File: src/rtl/pcc_frame_loader_if.sv
// Stream bundle between the feature source, the frame loader and the pcc classifier.
//   s_valid/s_ready/s_data/s_last : one quantised feature per transfer, s_last ends a frame
//   m_valid/m_ready/pos_out/neg_out : completed binarised frame toward pcc
// slave  : loader view (consumes features, produces frames)
// master : environment view (produces features, consumes frames)
interface pcc_frame_loader_if #(
   parameter int unsigned N_POS = 1,
   parameter int unsigned N_NEG = 2,
   parameter int unsigned FW    = 8
);

   logic             s_valid;
   logic             s_ready;
   logic [FW-1:0]    s_data;
   logic             s_last;
   logic             m_valid;
   logic             m_ready;
   logic [N_POS-1:0] pos_out;
   logic [N_NEG-1:0] neg_out;

   modport slave (
      input  s_valid, s_data, s_last, m_ready,
      output s_ready, m_valid, pos_out, neg_out
   );

   modport master (
      output s_valid, s_data, s_last, m_ready,
      input  s_ready, m_valid, pos_out, neg_out
   );

endinterface

File: src/rtl/pcc_frame_loader.sv
// Frame loader feeding the popcount-compare classifier.
// Binarises one feature per transfer against its threshold (feature >= threshold) and packs
// the bits into pos/neg vectors, then holds the frame until pcc accepts it.
//   clk  : rising-edge clock
//   rst  : synchronous active-high reset
//   thr  : per-feature thresholds, feature k uses thr[k*FW +: FW]; static during a frame
//   bus  : feature input stream and frame output stream (slave modport)
//   err  : sticky frame-length error, cleared only by rst
module pcc_frame_loader #(
   parameter int unsigned N_POS = 1,
   parameter int unsigned N_NEG = 2,
   parameter int unsigned FW    = 8
) (
   input  logic                         clk,
   input  logic                         rst,
   input  logic [(N_POS+N_NEG)*FW-1:0]  thr,
   pcc_frame_loader_if.slave            bus,
   output logic                         err
);

   localparam int unsigned N  = N_POS + N_NEG;
   localparam int unsigned CW = ($clog2(N + 1) < 1) ? 1 : $clog2(N + 1);

   typedef enum logic [0:0] {StCollect, StFull} state_e;

   state_e          state_q, state_d;
   logic [CW-1:0]   cnt_q, cnt_d;
   logic [N-1:0]    bits_q, bits_d;
   logic            err_q, err_d;

   logic [FW-1:0]   thr_sel;
   logic            bit_in;
   logic            in_ready;
   logic            out_valid;
   logic            xfer;
   logic            last_slot;

   // Threshold for the feature slot currently being filled.
   always_comb begin
      thr_sel = '0;
      for (int k = 0; k < N; k++) begin
         if (cnt_q == CW'(k)) thr_sel = thr[k*FW +: FW];
      end
      bit_in = (bus.s_data >= thr_sel);
   end

   assign xfer      = bus.s_valid & in_ready;
   assign last_slot = (cnt_q == CW'(N - 1));

   // State register.
   always_ff @(posedge clk) begin
      if (rst) state_q <= StCollect;
      else     state_q <= state_d;
   end

   // Next state: a frame ends on the N-th feature or on an early s_last.
   always_comb begin
      state_d = state_q;
      unique case (state_q)
         StCollect: if (xfer && (last_slot || bus.s_last)) state_d = StFull;
         StFull:    if (bus.m_ready) state_d = StCollect;
         default:   state_d = StCollect;
      endcase
   end

   // Outputs.
   always_comb begin
      in_ready    = (state_q == StCollect);
      out_valid   = (state_q == StFull);
      bus.s_ready = in_ready;
      bus.m_valid = out_valid;
      bus.pos_out = bits_q[N_POS-1:0];
      bus.neg_out = bits_q[N-1:N_POS];
      err         = err_q;
   end

   // Datapath next state: bit packing, feature counter, sticky error.
   always_comb begin
      bits_d = bits_q;
      cnt_d  = cnt_q;
      err_d  = err_q;
      if (state_q == StCollect) begin
         if (xfer) begin
            for (int k = 0; k < N; k++) begin
               if (cnt_q == CW'(k)) begin
                  bits_d[k] = bit_in;
               end else if ((CW'(k) > cnt_q) && bus.s_last) begin
                  // Short frame: slots never received read as 0.
                  bits_d[k] = 1'b0;
               end
            end
            if (last_slot || bus.s_last) cnt_d = '0;
            else                         cnt_d = cnt_q + 1'b1;
            // Length error when s_last disagrees with the N-th slot.
            if (last_slot != bus.s_last) err_d = 1'b1;
         end
      end else if (bus.m_ready) begin
         bits_d = '0;
         cnt_d  = '0;
      end
   end

   always_ff @(posedge clk) begin
      if (rst) begin
         cnt_q  <= '0;
         bits_q <= '0;
         err_q  <= 1'b0;
      end else begin
         cnt_q  <= cnt_d;
         bits_q <= bits_d;
         err_q  <= err_d;
      end
   end

endmodule

File: src/flat_wrapper.sv
// flat-port wrapper written by rule: the top's interface ports become plain ports
module pcc_frame_loader_flat 
#(
   parameter int unsigned N_POS = 1,
   parameter int unsigned N_NEG = 2,
   parameter int unsigned FW    = 8
)
  (clk, rst, thr, err, bus_s_valid, bus_s_data, bus_s_last, bus_m_ready, bus_s_ready, bus_m_valid, bus_pos_out, bus_neg_out);
  pcc_frame_loader_if #(.N_POS(N_POS), .N_NEG(N_NEG), .FW(FW)) bus_i ();
  input  logic clk;
  input  logic rst;
  input  logic [(N_POS+N_NEG)*FW-1:0] thr;
  output logic err;
  input wire logic [$bits(bus_i.s_valid)-1:0] bus_s_valid;
  input wire logic [$bits(bus_i.s_data)-1:0] bus_s_data;
  input wire logic [$bits(bus_i.s_last)-1:0] bus_s_last;
  input wire logic [$bits(bus_i.m_ready)-1:0] bus_m_ready;
  output wire logic [$bits(bus_i.s_ready)-1:0] bus_s_ready;
  output wire logic [$bits(bus_i.m_valid)-1:0] bus_m_valid;
  output wire logic [$bits(bus_i.pos_out)-1:0] bus_pos_out;
  output wire logic [$bits(bus_i.neg_out)-1:0] bus_neg_out;
  assign bus_i.s_valid = bus_s_valid;
  assign bus_i.s_data = bus_s_data;
  assign bus_i.s_last = bus_s_last;
  assign bus_i.m_ready = bus_m_ready;
  assign bus_s_ready = bus_i.s_ready;
  assign bus_m_valid = bus_i.m_valid;
  assign bus_pos_out = bus_i.pos_out;
  assign bus_neg_out = bus_i.neg_out;
  pcc_frame_loader #(.N_POS(N_POS), .N_NEG(N_NEG), .FW(FW)) u_core (.clk(clk), .rst(rst), .thr(thr), .bus(bus_i), .err(err));
endmodule
File: config.mk
export PLATFORM = sky130hd
export DESIGN_NAME = pcc_frame_loader_flat
export DESIGN_NICKNAME = d
export VERILOG_FILES = /design/src/rtl/pcc_frame_loader_if.sv /design/src/rtl/pcc_frame_loader.sv /design/src/flat_wrapper.sv
export SDC_FILE = /design/constraint.sdc
export NUM_CORES = 1
export LEC_CHECK = 0
export BUFFER_PORTS_ARGS = -buffer_cell sky130_fd_sc_hd__buf_2
export CORE_MARGIN = 1
export CORE_UTILIZATION = 30
export DETAILED_ROUTE_END_ITERATION = 8
export GPL_ROUTABILITY_DRIVEN = 0
export MAX_ROUTING_LAYER = met4
export PLACE_DENSITY = 0.6
export SETUP_SLACK_MARGIN = 0.3
export SKIP_LAST_GASP = 1
export SLEW_MARGIN = 20
export SYNTH_ARGS = -nofsm -noshare
export SYNTH_HDL_FRONTEND = slang
export SYNTH_SLANG_ARGS = --single-unit
File: constraint.sdc
create_clock -name clk -period 2.6 [get_ports clk]
set_input_delay 0.78 -clock clk [delete_from_list [all_inputs] [get_ports clk]]
set_output_delay 0.78 -clock clk [all_outputs]
set_load 0.05 [all_outputs]
==> metrics.md <==
| Metric | Value |
|---|---|
| R2R depth | `10` |
| Most frequent cells in the layout | `buf_2, a21oi_1, nand2_1, ha_1, nand3b_1` |
| Cell Chain, Critical Path | `inv_2 > ha_4 > nand3b_1 > a21oi_2 > a21oi_1 > ha_1 > or4_1 > a21oi_2 > o31a_2 > o31ai_1` |
| Die X | `50.9 µm` |
| Clock network power share | `0.262` |
| RSZ-0062 raised after global routing | `false` |
| H-tree Lvls | `1` |
| Arrival time at the worst endpoint | `2.35 ns` |
| Core area | `2230 µm²` |
| Class of the tightest hold or removal check | `register to register` |
| Dpl ws | `0.156 ns` |
| I/O Pins | `43` |
| Post-synth EDFFs | `0` |
| Skew final | `0.00484 ns` |
| Seq cells post-synth | `7` |
| Vias | `859` |
| Post-CTS Hold Fix Bufs | `0` |
| Initial antenna violation count | `0` |
| Max incr delay on CP | `0.51 ns` |
| First-pass GRT wire length | `3190 µm` |
| CP max stage cell | `or4_1` |
| Final layout net count | `192` |
| Max-cap violations | `0` |
| Total gr overflow | `0` |
| Initial Util | `0.322` |
| Root buf cell | `clkbuf_4` |
| Final min period | `2.20 ns` |
| Mapped Avg Cell Area | `7.25 µm²` |
| Critical Path Sink Type | `register` |
| Hold Path Depth | `2` |
| Worst Path Required | `2.74 ns` |
| Cell area after layout | `1040 µm²` |
| Area growth, synth to finish | `45.1%` |
| Setup TNS | `0 ns` |
| Most common cell after layout, fill and taps aside | `buf_2` |
| NetSw | `139 µW` |
| Syn_nets | `148` |
| Crit Path Category | `register to register` |
| DP HPWL | `1670 µm` |
| Period utilization | `0.847` |
| Post-route ant nets | `0` |
| Mapped cell area | `718 µm²` |
| Num CTS Buffers | `3` |
| Final WL | `2080 µm` |
| Diode count | `0` |
| Worst-Skew Late Latency | `0.25 ns` |
| Die Area | `2590 µm²` |
| Die Ht | `50.9 µm` |
| Switching part of the total | `0.359` |
| Tot GR Track Use | `0.163` |
| Fraction of layout instances using a drive strength above 1 | `0.437` |
| Post-DP Area | `960 µm²` |
| Cell count after synthesis | `99` |
| Clock sinks | `7` |
| Final hold violations | `0` |
| Worst R2R Setup Slack | `0.40 ns` |
| Slew HR | `0.745` |
| Final Slew Violations | `0` |
| Reg clk slew, reported paths | `0.06 ns` |
| DRC violations left | `0` |
| CTS tree | `yes` |
| Largest net degree at the start of global routing | `13` |
| Synth warn | `0` |
| Longest Clk Path Bufs | `2` |
| Worst Tran Pin Value | `0.382 ns` |
| Fin worst setup slack | `0.397 ns` |
| Outcome | `finished, final reports clean` |
| Internal | `248 µW` |
| Final setup vio count | `0` |
| VDD IR-drop max | `0.272 mV` |
| Combinational share of power | `0.435` |
| Share of power burned in registers | `0.303` |
| IO Port Bufs | `42` |
| Max Clk Rate | `454 MHz` |
| Drt pass-1 iters | `4` |
| Total Power | `387 µW` |
| Number of global-route vias before repair | `820` |
| Wire per inst | `12.3 µm` |
| Critical Path Start Type | `register` |
| Seq/Total Area, Yosys | `0.195` |
| Drt via density | `5.05` |
| Synth Flop Type | `dfxtp_1` |
| PwrDens | `371 nW/µm²` |
| Share of flip-flops with an asynchronous set or reset | `0` |
| Crit path top cell by count | `a21oi_2` |
| Site Rows | `17` |
| Leakage | `0.491 nW` |
| Initial DRC Count | `5` |
| Synth unique cells | `22` |
| Critical path peak fanout | `12` |
-- path summary, 6_finish.rpt --
check | from | to
max | u_core.cnt_q[1]$_SDFFE_PP0P_ | u_core.bits_q[0]$_SDFFE_PP0P_
max reg2reg | u_core.cnt_q[1]$_SDFFE_PP0P_ | u_core.bits_q[0]$_SDFFE_PP0P_
min reg2reg | u_core.bits_q[0]$_SDFFE_PP0P_ | u_core.bits_q[0]$_SDFFE_PP0P_
min | u_core.bits_q[0]$_SDFFE_PP0P_ | u_core.bits_q[0]$_SDFFE_PP0P_
-- kinds of logic after synthesis --
family | share of synthesized area
buffers and inverters | 0.0575
and+or+nand+nor | 0.253
AOI/OAI and AO/OA | 0.286
DFF | 0.195
adders and majority gates | 0.209
-- Yosys cell counts (2+ instances only) --
cell type / number / area share
nand2_1: 13 / 0.068
clkbuf_1: 4 / 0.021
ha_1: 12 / 0.21
nand3b_1: 7 / 0.073
o21a_1: 2 / 0.021
o21ai_0: 3 / 0.021
a21oi_1: 22 / 0.15
inv_1: 6 / 0.031
nand2b_1: 2 / 0.017
nor2b_1: 3 / 0.026
nand3_1: 4 / 0.028
nor2_1: 4 / 0.021
o31ai_1: 2 / 0.021
dfxtp_1: 7 / 0.20
-- routing by layer --
layer,global-route usage,share of wire,vias to the layer above
met4,0.111,0.025,0
li1,-,-,440
met2,0.283,0.46,42
met1,0.173,0.44,371
met3,0.0179,0.075,6
met5,-,0,-
-- power by group through the flow --
stage               combinational [mW]  sequential (mW)  clock, mW
floorplan                       0.0888            0.133          0
global placement                 0.153            0.119          0
detailed placement               0.158            0.119          0
CTS                              0.163            0.118      0.104
global route                     0.188            0.118      0.113
finish                           0.168            0.117      0.101
-- area by class of cell --
type / count / area, µm²
clock buffer: 4 / 26.3
tap: 28 / 35.0
sequential: 7 / 145
inverter: 6 / 22.5
timing repair buffer: 44 / 225
fill: 235 / 1190
multi-input combinational: 81 / 588
-- registers in the layout, summed over array words and instances, names as in the netlist --
register and count:
u_core.bits_q 3, u_core.bus.m_valid 1, u_core.cnt_q 2, u_core.err 1
-- critical path, delay by kind of cell (launching register included) --
kind,cells,cell delay [ns]
AND/OR/NAND/NOR,2,0.68
flip-flops,1,0.36
adder cells (fa/ha/maj),2,0.39
AO/OA/AOI/OAI,5,0.60
buffers and inverters,1,0.06
-- timing repair --
action,CTS,global route
resized for setup,6,10
setup buffers,0,0
endpoints found under the setup margin,3,3
pin swaps,0,2
gates cloned,0,0
-- through the flow --
step	cells	utilization	hold WS, ns
final	170	0.467	0.475
after global routing	170	0.467	0.509
after CTS	170	0.454	0.477
after detailed placement	166	0.430	0.470
after global placement	166	0.430	0.454
after floorplan	99	-	0.462
Power figures use the tool's default switching activity.
